## config.mk

```make
export PLATFORM = sky130hd
export DESIGN_NAME = saph_pix_unpack_stream_flat
export DESIGN_NICKNAME = d
export VERILOG_FILES = /design/src/rtl/saph_pix_unpack_stream_if.sv /design/src/rtl/saph_pix_unpack_stream.sv /design/src/flat_wrapper.sv
export SDC_FILE = /design/constraint.sdc
export NUM_CORES = 1
export LEC_CHECK = 0
export CORE_MARGIN = 2
export CORE_UTILIZATION = 25
export CTS_BUF_LIST = sky130_fd_sc_hd__clkbuf_2
export CTS_CLUSTER_SIZE = 20
export DETAILED_ROUTE_END_ITERATION = 12
export HOLD_SLACK_MARGIN = 0.1
export PLACE_DENSITY = 0.51
export RECOVER_POWER = 100
export SLEW_MARGIN = 20
export SYNTH_ARGS = -nofsm -noshare
export SYNTH_HDL_FRONTEND = slang
export SYNTH_SLANG_ARGS = --single-unit
```

## constraint.sdc

```tcl
create_clock -name clk -period 5.7 [get_ports clk]
set_clock_uncertainty 0.1 [all_clocks]
set_input_delay 1.425 -clock clk [delete_from_list [all_inputs] [get_ports clk]]
set_output_delay 1.425 -clock clk [all_outputs]
set_load 0.005 [all_outputs]
```

## src/rtl/saph_pix_unpack_stream_if.sv

```systemverilog
// Valid/ready bundle shared by the read DMA (word side), the pixel unpacker and the raster/blend pipeline (pixel side).
// master = the surrounding pipeline that feeds words and takes pixels; slave = the unpacker itself.
interface saph_pix_unpack_stream_if #(
    parameter int BUS_WIDTH = 32
);
    logic [BUS_WIDTH-1:0] in_data;
    logic                 in_valid;
    logic                 in_ready;
    logic [31:0]          out_col;
    logic                 out_valid;
    logic                 out_ready;
    logic                 out_last;

    modport master (
        output in_data, in_valid, out_ready,
        input  in_ready, out_col, out_valid, out_last
    );

    modport slave (
        input  in_data, in_valid, out_ready,
        output in_ready, out_col, out_valid, out_last
    );
endinterface

```

## src/rtl/saph_pix_unpack_stream.sv

```systemverilog
// Streaming pixel unpacker: splits bus words of packed pixels into one ARGB8888 colour per cycle.
// Optional MSB-first pixel order is compiled in with SAPH_PIXSTREAM_MSB_FIRST_EN.
// cfg_format layout: [38:36] category (0 ARGB, 1 RGB, 2 GREY, 3 PAL), then {width[3:0], pos[4:0]}
// for a [35:27], r [26:18], g [17:9], b [8:0]; GREY takes its grey level from the b field.
module saph_pix_unpack_stream #(
    parameter int BUS_WIDTH = 32,
    parameter int MAX_BPP   = 32,
    parameter int CNT_WIDTH = 16
) (
    input  logic                         clk,
    input  logic                         rst_n,
    input  logic                         start,
    input  logic [38:0]                  cfg_format,
    input  logic [$clog2(MAX_BPP+1)-1:0] cfg_bpp,
    input  logic [CNT_WIDTH-1:0]         cfg_count,
    input  logic                         cfg_msb_first,
    output logic                         busy,
    saph_pix_unpack_stream_if.slave      bus
);
    localparam int BPP_W  = $clog2(MAX_BPP + 1);
    localparam int IDX_W  = $clog2(BUS_WIDTH);
    localparam int LG_MAX = $clog2(MAX_BPP);

    typedef enum logic [1:0] {IDLE, FETCH, EMIT} state_t;

    state_t               state, state_d;
    logic [38:0]          fmt_q;
    logic [2:0]           lg_q, lg_new;
    logic [IDX_W-1:0]     last_idx_q, idx_q;
    logic [BUS_WIDTH-1:0] word_q;
    logic [CNT_WIDTH-1:0] remaining;
    logic [31:0]          out_col_q, first_col, next_col;
    logic                 out_valid_q, out_fire, word_done, final_px;
    logic                 in_ready_c, in_fire, start_ok;

`ifdef SAPH_PIXSTREAM_MSB_FIRST_EN
    logic msb_q;
`else
    logic unused_msb;
    assign unused_msb = cfg_msb_first;
`endif

    function automatic logic [2:0] lg_of(input logic [BPP_W-1:0] b);
        logic [2:0] lg;
        case (int'(b))
            1:       lg = 3'd0;
            2:       lg = 3'd1;
            4:       lg = 3'd2;
            8:       lg = 3'd3;
            16:      lg = 3'd4;
            32:      lg = 3'd5;
            default: lg = 3'(LG_MAX);
        endcase
        if (int'(lg) > LG_MAX) lg = 3'(LG_MAX);
        return lg;
    endfunction

    // Widen a w-bit channel to 8 bits by repeating it from the MSB down
    function automatic logic [7:0] expand(input logic [7:0] v, input logic [3:0] w);
        logic [7:0] r;
        case (w)
            4'd0:    r = 8'h00;
            4'd1:    r = {8{v[0]}};
            4'd2:    r = {4{v[1:0]}};
            4'd3:    r = {v[2:0], v[2:0], v[2:1]};
            4'd4:    r = {2{v[3:0]}};
            4'd5:    r = {v[4:0], v[4:2]};
            4'd6:    r = {v[5:0], v[5:4]};
            4'd7:    r = {v[6:0], v[6]};
            default: r = v;
        endcase
        return r;
    endfunction

    function automatic logic [31:0] extract(input logic [BUS_WIDTH-1:0] w,
                                            input logic [IDX_W-1:0] k,
                                            input logic [2:0] lg);
        logic [IDX_W-1:0] sh;
        logic [31:0]      m;
        sh = k << lg;
`ifdef SAPH_PIXSTREAM_MSB_FIRST_EN
        if (msb_q) sh = IDX_W'(BUS_WIDTH - ((int'(k) + 1) << lg));
`endif
        m = 32'((64'd1 << (32'd1 << lg)) - 64'd1);
        return 32'(w >> sh) & m;
    endfunction

    function automatic logic [31:0] color_of(input logic [31:0] px, input logic [38:0] f);
        logic [7:0]  a, r, g, b;
        logic [31:0] c;
        a = expand(8'(px >> f[31:27]), f[35:32]);
        r = expand(8'(px >> f[22:18]), f[26:23]);
        g = expand(8'(px >> f[13:9]),  f[17:14]);
        b = expand(8'(px >> f[4:0]),   f[8:5]);
        case (f[38:36])
            3'd0:    c = {a, r, g, b};
            3'd1:    c = {8'hFF, r, g, b};
            3'd2:    c = {8'hFF, 16'h0000, b};
            3'd3:    c = px;
            default: c = 32'h0;
        endcase
        return c;
    endfunction

    assign lg_new    = lg_of(cfg_bpp);
    assign start_ok  = (state == IDLE) && start && (cfg_count != '0);
    assign out_fire  = out_valid_q && bus.out_ready;
    assign word_done = (idx_q == last_idx_q);
    assign final_px  = (remaining == CNT_WIDTH'(1));
    assign in_fire   = bus.in_valid && in_ready_c;
    assign first_col = color_of(extract(bus.in_data, '0, lg_q), fmt_q);
    assign next_col  = color_of(extract(word_q, idx_q + IDX_W'(1), lg_q), fmt_q);

    assign busy          = (state != IDLE);
    assign bus.in_ready  = in_ready_c;
    assign bus.out_col   = out_col_q;
    assign bus.out_valid = out_valid_q;
    assign bus.out_last  = out_valid_q && final_px;

    always_ff @(posedge clk or negedge rst_n) begin
        if (!rst_n) state <= IDLE;
        else        state <= state_d;
    end

    // A new word may enter in the same cycle the last pixel of the old one leaves, so the stream never bubbles
    always_comb begin
        state_d    = state;
        in_ready_c = 1'b0;
        case (state)
            IDLE: begin
                if (start_ok) state_d = FETCH;
            end
            FETCH: begin
                in_ready_c = 1'b1;
                if (bus.in_valid) state_d = EMIT;
            end
            EMIT: begin
                in_ready_c = out_fire && word_done && !final_px;
                if (out_fire && final_px)       state_d = IDLE;
                else if (out_fire && word_done) state_d = bus.in_valid ? EMIT : FETCH;
            end
            default: state_d = IDLE;
        endcase
    end

    // An accepted word goes straight to the output register; the rest of it is served from word_q
    always_ff @(posedge clk or negedge rst_n) begin
        if (!rst_n) begin
            fmt_q       <= '0;
            lg_q        <= '0;
            last_idx_q  <= '0;
            idx_q       <= '0;
            word_q      <= '0;
            remaining   <= '0;
            out_col_q   <= '0;
            out_valid_q <= 1'b0;
`ifdef SAPH_PIXSTREAM_MSB_FIRST_EN
            msb_q       <= 1'b0;
`endif
        end else begin
            if (start_ok) begin
                fmt_q      <= cfg_format;
                lg_q       <= lg_new;
                last_idx_q <= IDX_W'((BUS_WIDTH >> lg_new) - 1);
                remaining  <= cfg_count;
`ifdef SAPH_PIXSTREAM_MSB_FIRST_EN
                msb_q      <= cfg_msb_first;
`endif
            end
            if (in_fire) begin
                word_q      <= bus.in_data;
                idx_q       <= '0;
                out_col_q   <= first_col;
                out_valid_q <= 1'b1;
            end else if (out_fire) begin
                if (word_done || final_px) begin
                    out_valid_q <= 1'b0;
                end else begin
                    idx_q     <= idx_q + IDX_W'(1);
                    out_col_q <= next_col;
                end
            end
            if (out_fire) remaining <= remaining - CNT_WIDTH'(1);
        end
    end
endmodule

```

## src/flat_wrapper.sv

```systemverilog
// flat-port wrapper written by rule: the top's interface ports become plain ports
module saph_pix_unpack_stream_flat 
#(
    parameter int BUS_WIDTH = 32,
    parameter int MAX_BPP   = 32,
    parameter int CNT_WIDTH = 16
)
  (clk, rst_n, start, cfg_format, cfg_bpp, cfg_count, cfg_msb_first, busy, bus_in_data, bus_in_valid, bus_out_ready, bus_in_ready, bus_out_col, bus_out_valid, bus_out_last);
  saph_pix_unpack_stream_if #(.BUS_WIDTH(BUS_WIDTH)) bus_i ();
  input  logic clk;
  input  logic rst_n;
  input  logic start;
  input  logic [38:0] cfg_format;
  input  logic [$clog2(MAX_BPP+1)-1:0] cfg_bpp;
  input  logic [CNT_WIDTH-1:0] cfg_count;
  input  logic cfg_msb_first;
  output logic busy;
  input wire logic [$bits(bus_i.in_data)-1:0] bus_in_data;
  input wire logic [$bits(bus_i.in_valid)-1:0] bus_in_valid;
  input wire logic [$bits(bus_i.out_ready)-1:0] bus_out_ready;
  output wire logic [$bits(bus_i.in_ready)-1:0] bus_in_ready;
  output wire logic [$bits(bus_i.out_col)-1:0] bus_out_col;
  output wire logic [$bits(bus_i.out_valid)-1:0] bus_out_valid;
  output wire logic [$bits(bus_i.out_last)-1:0] bus_out_last;
  assign bus_i.in_data = bus_in_data;
  assign bus_i.in_valid = bus_in_valid;
  assign bus_i.out_ready = bus_out_ready;
  assign bus_in_ready = bus_i.in_ready;
  assign bus_out_col = bus_i.out_col;
  assign bus_out_valid = bus_i.out_valid;
  assign bus_out_last = bus_i.out_last;
  saph_pix_unpack_stream #(.BUS_WIDTH(BUS_WIDTH), .MAX_BPP(MAX_BPP), .CNT_WIDTH(CNT_WIDTH)) u_core (.clk(clk), .rst_n(rst_n), .start(start), .cfg_format(cfg_format), .cfg_bpp(cfg_bpp), .cfg_count(cfg_count), .cfg_msb_first(cfg_msb_first), .busy(busy), .bus(bus_i));
endmodule
```

==> reports/qor.csv <==
metric;value;unit
Fin Hold WS;0.430;ns
area growth from synthesis to layout;19.1;%
mux cell area share after synthesis;0.156;
power density over cell area;71.9;mW/mm^2
min cycle time layout;5.58;ns
leakage power;10.1;nW
Synth Area in Simple Gates;0.256;
YS warnings;0;
Worst Hold Class;flip-flop to flip-flop;
buffer levels on the longest clock path;2;
final setup violation count;0;
Area contributors post-synth;dfrtp_1 (15%), nand2_1 (8.1%), mux4_2 (7.8%);
Worst EP arrival;6.55;ns
synthesized area;0.0231;mm^2
slack of the critical path;0.119;ns
worst reg2reg path startpoint;u_core.lg_q[1];
max cap viols;5;
via density per instance;6.42;
Slew @ Worst Pin;3.15;ns
die width;308;um
root buf cell;clkbuf_2;
TNS Setup;0;ns
Syn Nets;3420;
Distinct cells, synth;106;
met1 usage;0.376;
share of cells above drive strength 1;0.164;
crit share post-route;0.979;
Slew headroom;-1.10;
Max IR drop VDD;0.121;mV
met3 Use GR;0.0700;
critical path class;flip-flop to flip-flop;
initial antenna violation count;7;
final RePlAce weighted congestion;1.07;
Die ar.;0.0948;mm^2
Synth Area in Compound Gates;0.363;
chip height;308;um
fmax;179;MHz
top-count cell post-synth;nand2_1;
routed vias;30000;
ys async rst share;1.00;
Synth area leader;dfrtp_1;
most frequent cells after synthesis;nand2_1 (497), nor2_1 (308), o21ai_0 (272);
Initial Utilization;0.252;
Post-CTS Setup Bufs;0;
post-synthesis xor/xnor area fraction;0.00796;
Design Area, Final;0.0275;mm^2
final wirelength;142;mm
post-place instance area;0.0273;mm^2
endpoints failing hold;0;
drt wl/cell;30.3;um
Avg Cell Area, Syn;6.97;um^2
site row count;111;
# IOs;135;
Gate Count Post-Synth;3313;
RSZ-0062 raised after global routing;yes;
failing checks;capacitance limit, slew limit;
DRT Pass-1 Iters;7;
vias in the first global route;27900;
Final ANT Viol Nets;0;
Synth top area share;0.146;
final slew viol count;256;
CTS Sinks;135;
worst slack at placement;0.0913;ns
EDFF count, synth;0;
Worst Min Path Start;u_core.bus.out_col[3];
GR met2 Demand/Resource;0.438;
critical path endpoint category;flip-flop;
core area;0.0917;mm^2
Worst setup SP type;flip-flop;
Detail Placement HPWL;107;mm
GRT Resource Usage Total;0.291;
I/O Buffers;133;
cts bufs inserted;17;
busiest grt layer;met2;
CP max FO;14;
total power;1.98;mW
CP startpoint;u_core.lg_q[1];
TritonCTS clock tree;built;
first-pass GRT wire length;203;mm
clk_lat worst skew;1.20;ns
most used flip-flop cell after synthesis;dfrtp_1;
status;complete, but fails checks;
Nets;3571;
post-synthesis sequential area ratio;0.146;
grt total ovfl;0;
Iter 0 DRT Violations;4344;
Post-Synth Adder-Cell Area;0.00433;
clock-pin slew on the worst setup and hold paths;0.28;ns
H-tree Lvls;4;
synthesis-stage register bit count;135;
largest net degree at the start of global routing;86;
Post-route DRC;0;
worst path required time;6.67;ns
main combinational cell family by area after synthesis;compound AO/OA/AOI/OAI gates;
[metrics by stage]
| step | utilization | instances |
|---|---|---|
| floorplan | - | 3313 |
| global placement | 0.298 | 4630 |
| detailed placement | 0.298 | 4630 |
| CTS | 0.300 | 4663 |
| global route | 0.300 | 4668 |
| finish | 0.300 | 4674 |
[critical path, cell delays in order, from the launching register on]
cell and delay (ns):
dfrtp_1 0.70, buf_4 0.27, and3b_1 0.18, mux2_2 0.31, o31ai_2 0.34, buf_4 0.29
nor2_1 0.14, a31oi_1 0.71, inv_1 0.34, o21ai_0 0.36, buf_4 0.17, o2111ai_1 0.09
o41ai_1 0.62, buf_4 0.28, nand2_1 0.07, o21ai_1 0.07, nand4_1 0.19, a211oi_1 0.27
[state kept, by name, indices dropped and copies added, names as in the netlist]
signal,cells
u_core.remaining,16
u_core.last_idx_q,5
u_core.fmt_q,39
u_core.word_q,32
u_core.bus.out_col,32
u_core.lg_q,3
u_core.bus.out_valid,1
u_core.idx_q,5
u_core.state,2
[metal layers]
layer | wire length, um | vias to the layer above
li1 | - | 13000
met1 | 57400 | 14600
met2 | 60900 | 1943
met3 | 13900 | 414
met4 | 9340 | 6
met5 | 47 | -
[repair_timing]
action,in CTS,in global routing
resized for setup,0,4
hold buffers,1,0
setup endpoints to repair,0,9
hold endpoints to repair,40,0
[power by group]
part / switching, mW / total (mW) / internal [mW]
logic: 0.197 / 0.327 / 0.129
registers: 0 / 0.961 / 0.961
clock network: 0.543 / 0.690 / 0.147
[cell families after synthesis]
kind of cell | count (synthesis)
other cells | 1
flops | 135
xor+xnor | 21
fa+ha+maj | 8
simple gates | 1295
mux | 249
compound gates | 1221
buf+inv | 383
[cell type report]
cell class | count | area, um^2
Timing Repair Buffer | 463 | 3940
Sequential cell | 135 | 3390
Tap cell | 1186 | 1480
Clock inverter | 15 | 153
Antenna cell | 11 | 27.5
Multi-Input combinational cell | 2795 | 18200
Fill cell | 10100 | 64200
Clock buffer | 17 | 85.1
Inverter | 52 | 195
[placed cells by master, fill, tap and decap left out, drive strengths merged, types with 58 or more instances in the layout]
cell type / netlist / final
a211oi: 58 / 58
mux4: 80 / 80
a21oi: 228 / 228
clkdlybuf4s50: 0 / 96
nand3: 129 / 129
nor3: 112 / 112
nor2: 310 / 310
o21ai: 281 / 281
a31oi: 64 / 64
mux2i: 104 / 104
nand2: 497 / 497
dfrtp: 135 / 135
o211ai: 67 / 67
buf: 83 / 316
mux2: 65 / 65
[worst paths after layout]
kind | endpoint | slack, ns | cells after the start
hold / removal | u_core.bus.out_col[3] | 0.43 | 2
hold reg to reg | u_core.bus.out_col[3] | 0.43 | 2
setup reg to reg | u_core.bus.out_col[27] | 0.12 | 17
max in group asynchronous | u_core.fmt_q[30] | 1.58 | 3
min in group asynchronous | u_core.fmt_q[5] | 0.53 | 2
setup / recovery | u_core.bus.out_col[27] | 0.12 | 17
Note: power is estimated with default switching activity, not from simulation.
